## src/rtl/core_pkg.sv

```systemverilog
// core_pkg: shared types and helpers for the streaming dot-product core.
//   state_t       : control FSM states (IDLE/ACC/DRAIN/HOLD)
//   SUM_W         : adder-tree result width for the default lane/data config
//   sum_width()   : same width computed for any LANES/IDATA_W pair
//   DRAIN_CYCLES  : cycles spent in DRAIN between the last beat and HOLD
//   saturate()    : clamp a sign-extended value to a signed output width
package core_pkg;

    typedef enum logic [1:0] {
        IDLE  = 2'd0,
        ACC   = 2'd1,
        DRAIN = 2'd2,
        HOLD  = 2'd3
    } state_t;

    localparam int LANES_DEF    = 8;
    localparam int IDATA_W_DEF  = 8;
    localparam int SUM_W        = 2*IDATA_W_DEF + $clog2(LANES_DEF);
    localparam int DRAIN_CYCLES = 2;

    // Working width of the quantisation path; the accumulator is
    // sign-extended into it so rounding cannot overflow.
    localparam int QW = 64;

    function automatic int sum_width(input int lanes, input int idw);
        return 2*idw + $clog2(lanes);
    endfunction

    // Interpret the low in_w bits of x as signed, then clamp to the
    // range of an out_w-bit signed number.
    function automatic logic signed [QW-1:0] saturate(
        input logic signed [QW-1:0] x,
        input int                   in_w,
        input int                   out_w
    );
        logic signed [QW-1:0] xs, hi, lo;
        xs = (x <<< (QW - in_w)) >>> (QW - in_w);
        hi = (64'sd1 <<< (out_w - 1)) - 64'sd1;
        lo = -(64'sd1 <<< (out_w - 1));
        if (xs > hi)      return hi;
        else if (xs < lo) return lo;
        else              return xs;
    endfunction

endpackage

```

## src/rtl/core_adder_tree.sv

```systemverilog
// core_adder_tree: combinational binary reduction of LANES signed products.
//   i_prod : LANES packed signed products, 2*IDATA_W bits each, lane 0 at index 0
//   o_sum  : signed sum, TREE_W bits (wide enough that no overflow occurs)
module core_adder_tree
    import core_pkg::*;
#(
    parameter int LANES   = 8,
    parameter int IDATA_W = 8,
    parameter int TREE_W  = 2*IDATA_W + $clog2(LANES)
) (
    input  logic [LANES-1:0][2*IDATA_W-1:0] i_prod,
    output logic [TREE_W-1:0]               o_sum
);

    // Heap layout: node k has children 2k+1 and 2k+2, leaves occupy
    // LANES-1 .. 2*LANES-2, root is node 0.
    localparam int NODES = 2*LANES - 1;

    logic [NODES-1:0][TREE_W-1:0] w_node;

    for (genvar g = 0; g < LANES; g++) begin : g_leaf
        assign w_node[LANES-1+g] = TREE_W'($signed(i_prod[g]));
    end

    // Equal-width two's-complement adds; TREE_W already covers the
    // full dynamic range so the sign is carried implicitly.
    for (genvar g = 0; g < LANES-1; g++) begin : g_node
        assign w_node[g] = w_node[2*g+1] + w_node[2*g+2];
    end

    assign o_sum = w_node[0];

endmodule

```

## src/rtl/core_dot_acc.sv

```systemverilog
// core_dot_acc: streaming dot-product core with accumulate, shift and saturate.
//   clk, rst            : clock, synchronous active-high reset
//   cfg_len, cfg_shift  : beats per vector (0 => 1) and right shift, taken on the first beat
//   in_valid/in_ready   : operand beat handshake; in_act/in_wgt carry LANES signed pairs
//   out_valid/out_ready : result handshake; out_data signed result, out_sat clamp flag
//   busy                : FSM not in IDLE
// Build option CORE_ROUND_EN: round half toward +inf before the shift
// (when shift > 0); otherwise plain arithmetic shift. Latency is unchanged.
// Pipeline: P (products) -> A (tree + accumulate) -> Q (shift/saturate),
// so the result is valid three cycles after the last beat is accepted.
module core_dot_acc
    import core_pkg::*;
#(
    parameter int LANES   = 8,
    parameter int IDATA_W = 8,
    parameter int ACC_W   = 32,
    parameter int ODATA_W = 8,
    parameter int LEN_W   = 8
) (
    input  logic                       clk,
    input  logic                       rst,
    input  logic [LEN_W-1:0]           cfg_len,
    input  logic [4:0]                 cfg_shift,
    input  logic                       in_valid,
    output logic                       in_ready,
    input  logic [LANES*IDATA_W-1:0]   in_act,
    input  logic [LANES*IDATA_W-1:0]   in_wgt,
    output logic                       out_valid,
    input  logic                       out_ready,
    output logic [ODATA_W-1:0]         out_data,
    output logic                       out_sat,
    output logic                       busy
);

    localparam int PW    = 2*IDATA_W;
    localparam int W_SUM = sum_width(LANES, IDATA_W);

    state_t                  r_state, w_state_nxt;
    logic [LEN_W-1:0]        r_len, r_cnt, w_len_eff;
    logic [4:0]              r_shift;
    logic [1:0]              r_dcnt;
    logic                    w_accept;
    logic                    w_drain_last;

    logic [LANES-1:0][PW-1:0] w_prod, r_prod;
    logic                     r_p_vld, r_p_first;
    logic signed [W_SUM-1:0]  w_sum;
    logic signed [ACC_W-1:0]  r_acc;

    logic signed [QW-1:0]     w_q_ext, w_q_rnd, w_q_shf, w_q_val;

    // ---------------- handshake / status ----------------
    assign in_ready     = !rst && (r_state == IDLE || r_state == ACC);
    assign w_accept     = in_valid && in_ready;
    assign out_valid    = (r_state == HOLD);
    assign busy         = (r_state != IDLE);
    assign w_len_eff    = (cfg_len == '0) ? LEN_W'(1) : cfg_len;
    assign w_drain_last = (r_state == DRAIN) && (r_dcnt == 2'(DRAIN_CYCLES-1));

    // ---------------- FSM ----------------
    always_ff @(posedge clk) begin
        if (rst) r_state <= IDLE;
        else     r_state <= w_state_nxt;
    end

    always_comb begin
        w_state_nxt = r_state;
        case (r_state)
            IDLE:  if (w_accept) w_state_nxt = (w_len_eff == LEN_W'(1)) ? DRAIN : ACC;
            ACC:   if (w_accept && (r_cnt + LEN_W'(1) == r_len)) w_state_nxt = DRAIN;
            DRAIN: if (w_drain_last) w_state_nxt = HOLD;
            HOLD:  if (out_ready) w_state_nxt = IDLE;
            default: w_state_nxt = IDLE;
        endcase
    end

    // ---------------- per-lane multipliers ----------------
    for (genvar g = 0; g < LANES; g++) begin : g_lane
        logic signed [IDATA_W-1:0] w_a, w_b;
        assign w_a       = in_act[g*IDATA_W +: IDATA_W];
        assign w_b       = in_wgt[g*IDATA_W +: IDATA_W];
        assign w_prod[g] = PW'(w_a) * PW'(w_b);
    end

    core_adder_tree #(
        .LANES   (LANES),
        .IDATA_W (IDATA_W),
        .TREE_W  (W_SUM)
    ) u_tree (
        .i_prod (r_prod),
        .o_sum  (w_sum)
    );

    // ---------------- quantisation ----------------
    always_comb begin
        w_q_ext = QW'(r_acc);
`ifdef CORE_ROUND_EN
        w_q_rnd = (r_shift != 5'd0) ? w_q_ext + (64'sd1 <<< (r_shift - 5'd1)) : w_q_ext;
`else
        w_q_rnd = w_q_ext;
`endif
        w_q_shf = w_q_rnd >>> r_shift;
        w_q_val = saturate(w_q_shf, QW, ODATA_W);
    end

    // ---------------- datapath / counters ----------------
    always_ff @(posedge clk) begin
        if (rst) begin
            r_len     <= '0;
            r_cnt     <= '0;
            r_shift   <= '0;
            r_dcnt    <= '0;
            r_prod    <= '0;
            r_p_vld   <= 1'b0;
            r_p_first <= 1'b0;
            r_acc     <= '0;
            out_data  <= '0;
            out_sat   <= 1'b0;
        end else begin
            // beat bookkeeping; config is frozen after the first beat
            if (w_accept && r_state == IDLE) begin
                r_len   <= w_len_eff;
                r_shift <= cfg_shift;
                r_cnt   <= LEN_W'(1);
            end else if (w_accept) begin
                r_cnt   <= r_cnt + LEN_W'(1);
            end

            r_dcnt <= (r_state == DRAIN) ? r_dcnt + 2'd1 : 2'd0;

            // stage P
            r_p_vld   <= w_accept;
            r_p_first <= w_accept && (r_state == IDLE);
            if (w_accept) r_prod <= w_prod;

            // stage A: the first beat of a vector overwrites instead of adding,
            // which is how the accumulator is cleared without a bubble
            if (r_p_vld)
                r_acc <= (r_p_first ? '0 : r_acc) + ACC_W'(w_sum);

            // stage Q: the accumulator holds the final sum in the last DRAIN cycle
            if (w_drain_last) begin
                out_data <= ODATA_W'(w_q_val);
                out_sat  <= (w_q_val != w_q_shf);
            end
        end
    end

endmodule

```

## config.mk

```make
export PLATFORM = sky130hd
export DESIGN_NAME = core_dot_acc
export DESIGN_NICKNAME = d
export VERILOG_FILES = /design/src/rtl/core_pkg.sv /design/src/rtl/core_adder_tree.sv /design/src/rtl/core_dot_acc.sv
export SDC_FILE = /design/constraint.sdc
export NUM_CORES = 2
export LEC_CHECK = 0
export BUFFER_PORTS_ARGS = -buffer_cell sky130_fd_sc_hd__buf_2
export CELL_PAD_IN_SITES_DETAIL_PLACEMENT = 0
export CELL_PAD_IN_SITES_GLOBAL_PLACEMENT = 1
export CORE_MARGIN = 2
export CORE_UTILIZATION = 50
export DETAILED_ROUTE_END_ITERATION = 8
export PLACE_DENSITY_LB_ADDON = 0.2
export SLEW_MARGIN = 40
export SYNTH_ARGS = -nofsm -noshare
export SYNTH_HDL_FRONTEND = slang
export SYNTH_SLANG_ARGS = --single-unit
```

## constraint.sdc

```tcl
create_clock -name clk -period 9.7 [get_ports clk]
set_input_delay 2.91 -clock clk [delete_from_list [all_inputs] [get_ports clk]]
set_output_delay 2.91 -clock clk [all_outputs]
set_load 0.005 [all_outputs]
```

==> results.cfg <==
[timing]
fin_setup_tns_ns = 0
finalMaxSlewViolations = 0
rsz0062_at_grt = no
worstMarginPinSlew_ns = 0.797
slew_headroom_pct = 46.8
layout_min_cycle_time_ns = 7.31
hold_viol_final = 0
fmax_ghz = 0.137
finalSetupViolCount = 0
skew_ns = 0.0177
period_share_pct = 75.3

[floorplan]
core_um2 = 64700
fp.dieH_um = 260
rows = 93
ios = 157
dieArea_um2 = 67700
start_util_pct = 50.7
die_w_um = 260

[worst_setup_path]
start_kind = register
cp_max_fo = 14
worstSetupPathType = reg2reg
critPathRequiredTime_ns = 10.10
endpoint_kind = register
critPathMostFrequentCell = fa_1
crit_arrival_ns = 7.70
slowest_stage = fa_1
crit_path_max_incr_delay_ns = 0.55

[cells_and_area]
multi_input_area_um2 = 25700
layout_common_cells = inv_1 (727), fa_1 (540), nand2_1 (328), and2_1 (296), ha_1 (291)
final_common_cell = inv_1
layout-area-overhead-vs-synth_pct = 6.64
drive_gt1_share_pct = 6.81
regArea_um2 = 3930
finish.net_count = 4739
fillCellCount = 6183
final_cells = 4632
final_util_pct = 54.1

[synthesis]
syn_area_um2 = 32800
seq_area_frac_synth_pct = 12.0
ys_ff_latch = 196
syn_area_per_cell_um2 = 8.94
synth_cell_types = 69
synth_edf_count = 0
synthFlopType = dfxtp_1
synth_fp_nets = 4645
postSynth.asyncResetShare_pct = 0
yosysWarnings = 0
synth_cells = 3669

[clocking]
post-cts-setup-buffers = 0
clockBufferDepth = 2
cts_hold_buf = 0
path_clk_slew_ns = 0.08
cts_tree = done
ctsResizeCount = 0
clkLatencyLatePin_ns = 0.47
numCtsBuffers = 17
htree_num_levels = 4
numClockSinks = 196
cts_root_buf = clkbuf_16

[global_routing]
grt_pass1_vias = 24400
grt_usage_pct = 23.7
grt_pass1_wl_um = 128000
antenna_found_initial = 0
grt_max_degree = 86
grt-ovfl-total = 0

[detailed_routing]
vias_per_cell = 5.16
drc = 0
drt_pass1_iterations = 6
wl_per_cell_um = 16.4
wirelength_um = 75900
ant_nets = 0
vias = 23900
first_iter_violations = 1182

[hold_path]
hold_path.class = reg2reg

[status]
run_status = finished, final reports clean

[flow_run]
cap_violations = 0

[placement]
dp_hpwl_um = 63200
dp_cells = 4599
io_buffers = 156
gp_congestion = 0.865
==> registers in the layout, indices dropped and copies added, names as in the netlist <==
| register | cells |
|---|---|
| out_sat | 1 |
| r_len | 8 |
| r_dcnt | 2 |
| r_state | 2 |
| r_shift | 5 |
| out_data | 8 |
| r_cnt | 8 |
| r_p_vld | 1 |
| r_prod | 128 |
| r_acc | 32 |
| r_p_first | 1 |
==> critical path: cells and delay by family (launching register included) <==
kind	cells	cell delay, ns
AOI/OAI and AO/OA	13	2.56
xor gates and xnor gates	2	0.44
adders and majority gates	7	2.96
buffers and inverters	4	0.49
DFF	1	0.32
and+or+nand+nor	2	0.46
==> per-layer routing <==
metal | GRT usage (%) | wire length (um)
met1 | 33.1 | 35000
met2 | 40.6 | 37900
met3 | 2.10 | 2030
met4 | 3.87 | 1010
met5 | 0 | 0
==> layout make-up <==
type                    count  area share, %
diodes                      1        0.00716
clock buffers              22           1.42
clock inverters            10          0.315
inverters                 732           7.86
multi-input cells        2648           73.6
flip-flops and latches    196           11.2
well taps                 855           3.06
repair buffers            168           2.51
==> through the flow <==
stage               instance area [um^2]  hold WS (ns)  worst slack [ns]
finish                             35000         0.430              2.39
global route                       35000         0.455              1.91
CTS                                35000         0.429              2.41
detailed placement                 34400         0.417              2.19
global placement                   34400         0.412              2.17
floorplan                          32800         0.398              2.58
==> Yosys cell counts, types with 68 or more instances <==
library cell / instances / share of area [%]
a21oi_1: 116 / 1.8
and2_1: 296 / 5.6
clkbuf_1: 68 / 0.78
dfxtp_1: 196 / 12
fa_1: 540 / 33
ha_1: 291 / 11
inv_1: 728 / 8.3
nand2_1: 329 / 3.8
nand2b_1: 72 / 1.4
nand3_1: 71 / 1.1
nor2_1: 160 / 1.8
o21ai_0: 117 / 1.8
o31ai_1: 78 / 1.8
xnor2_1: 116 / 3.1
==> final timing paths <==
kind / from / endpoint / slack, ns / cells past startpoint
max: r_prod[18] / r_acc[31] / 2.39 / 28
min: r_dcnt[0] / r_dcnt[0] / 0.43 / 1
max reg2reg: r_prod[18] / r_acc[31] / 2.39 / 28
min reg2reg: r_dcnt[0] / r_dcnt[0] / 0.43 / 1
==> kinds of logic (layout without fill, tap and decap cells) <==
logic type	after synthesis	in the layout	share of synthesized area, %
xor gates and xnor gates	148	148	3.95
muxes	102	102	4.37
adders and majority gates	831	831	44.1
and+or+nand+nor	1107	1107	17.2
buffers and inverters	825	932	9.59
other	0	1	0
AOI/OAI and AO/OA	460	460	8.87
DFF	196	196	12.0
Power is left out: the tool's default activity adds up to more than one toggle a clock period on the data nets, which glitch-free logic cannot reach.
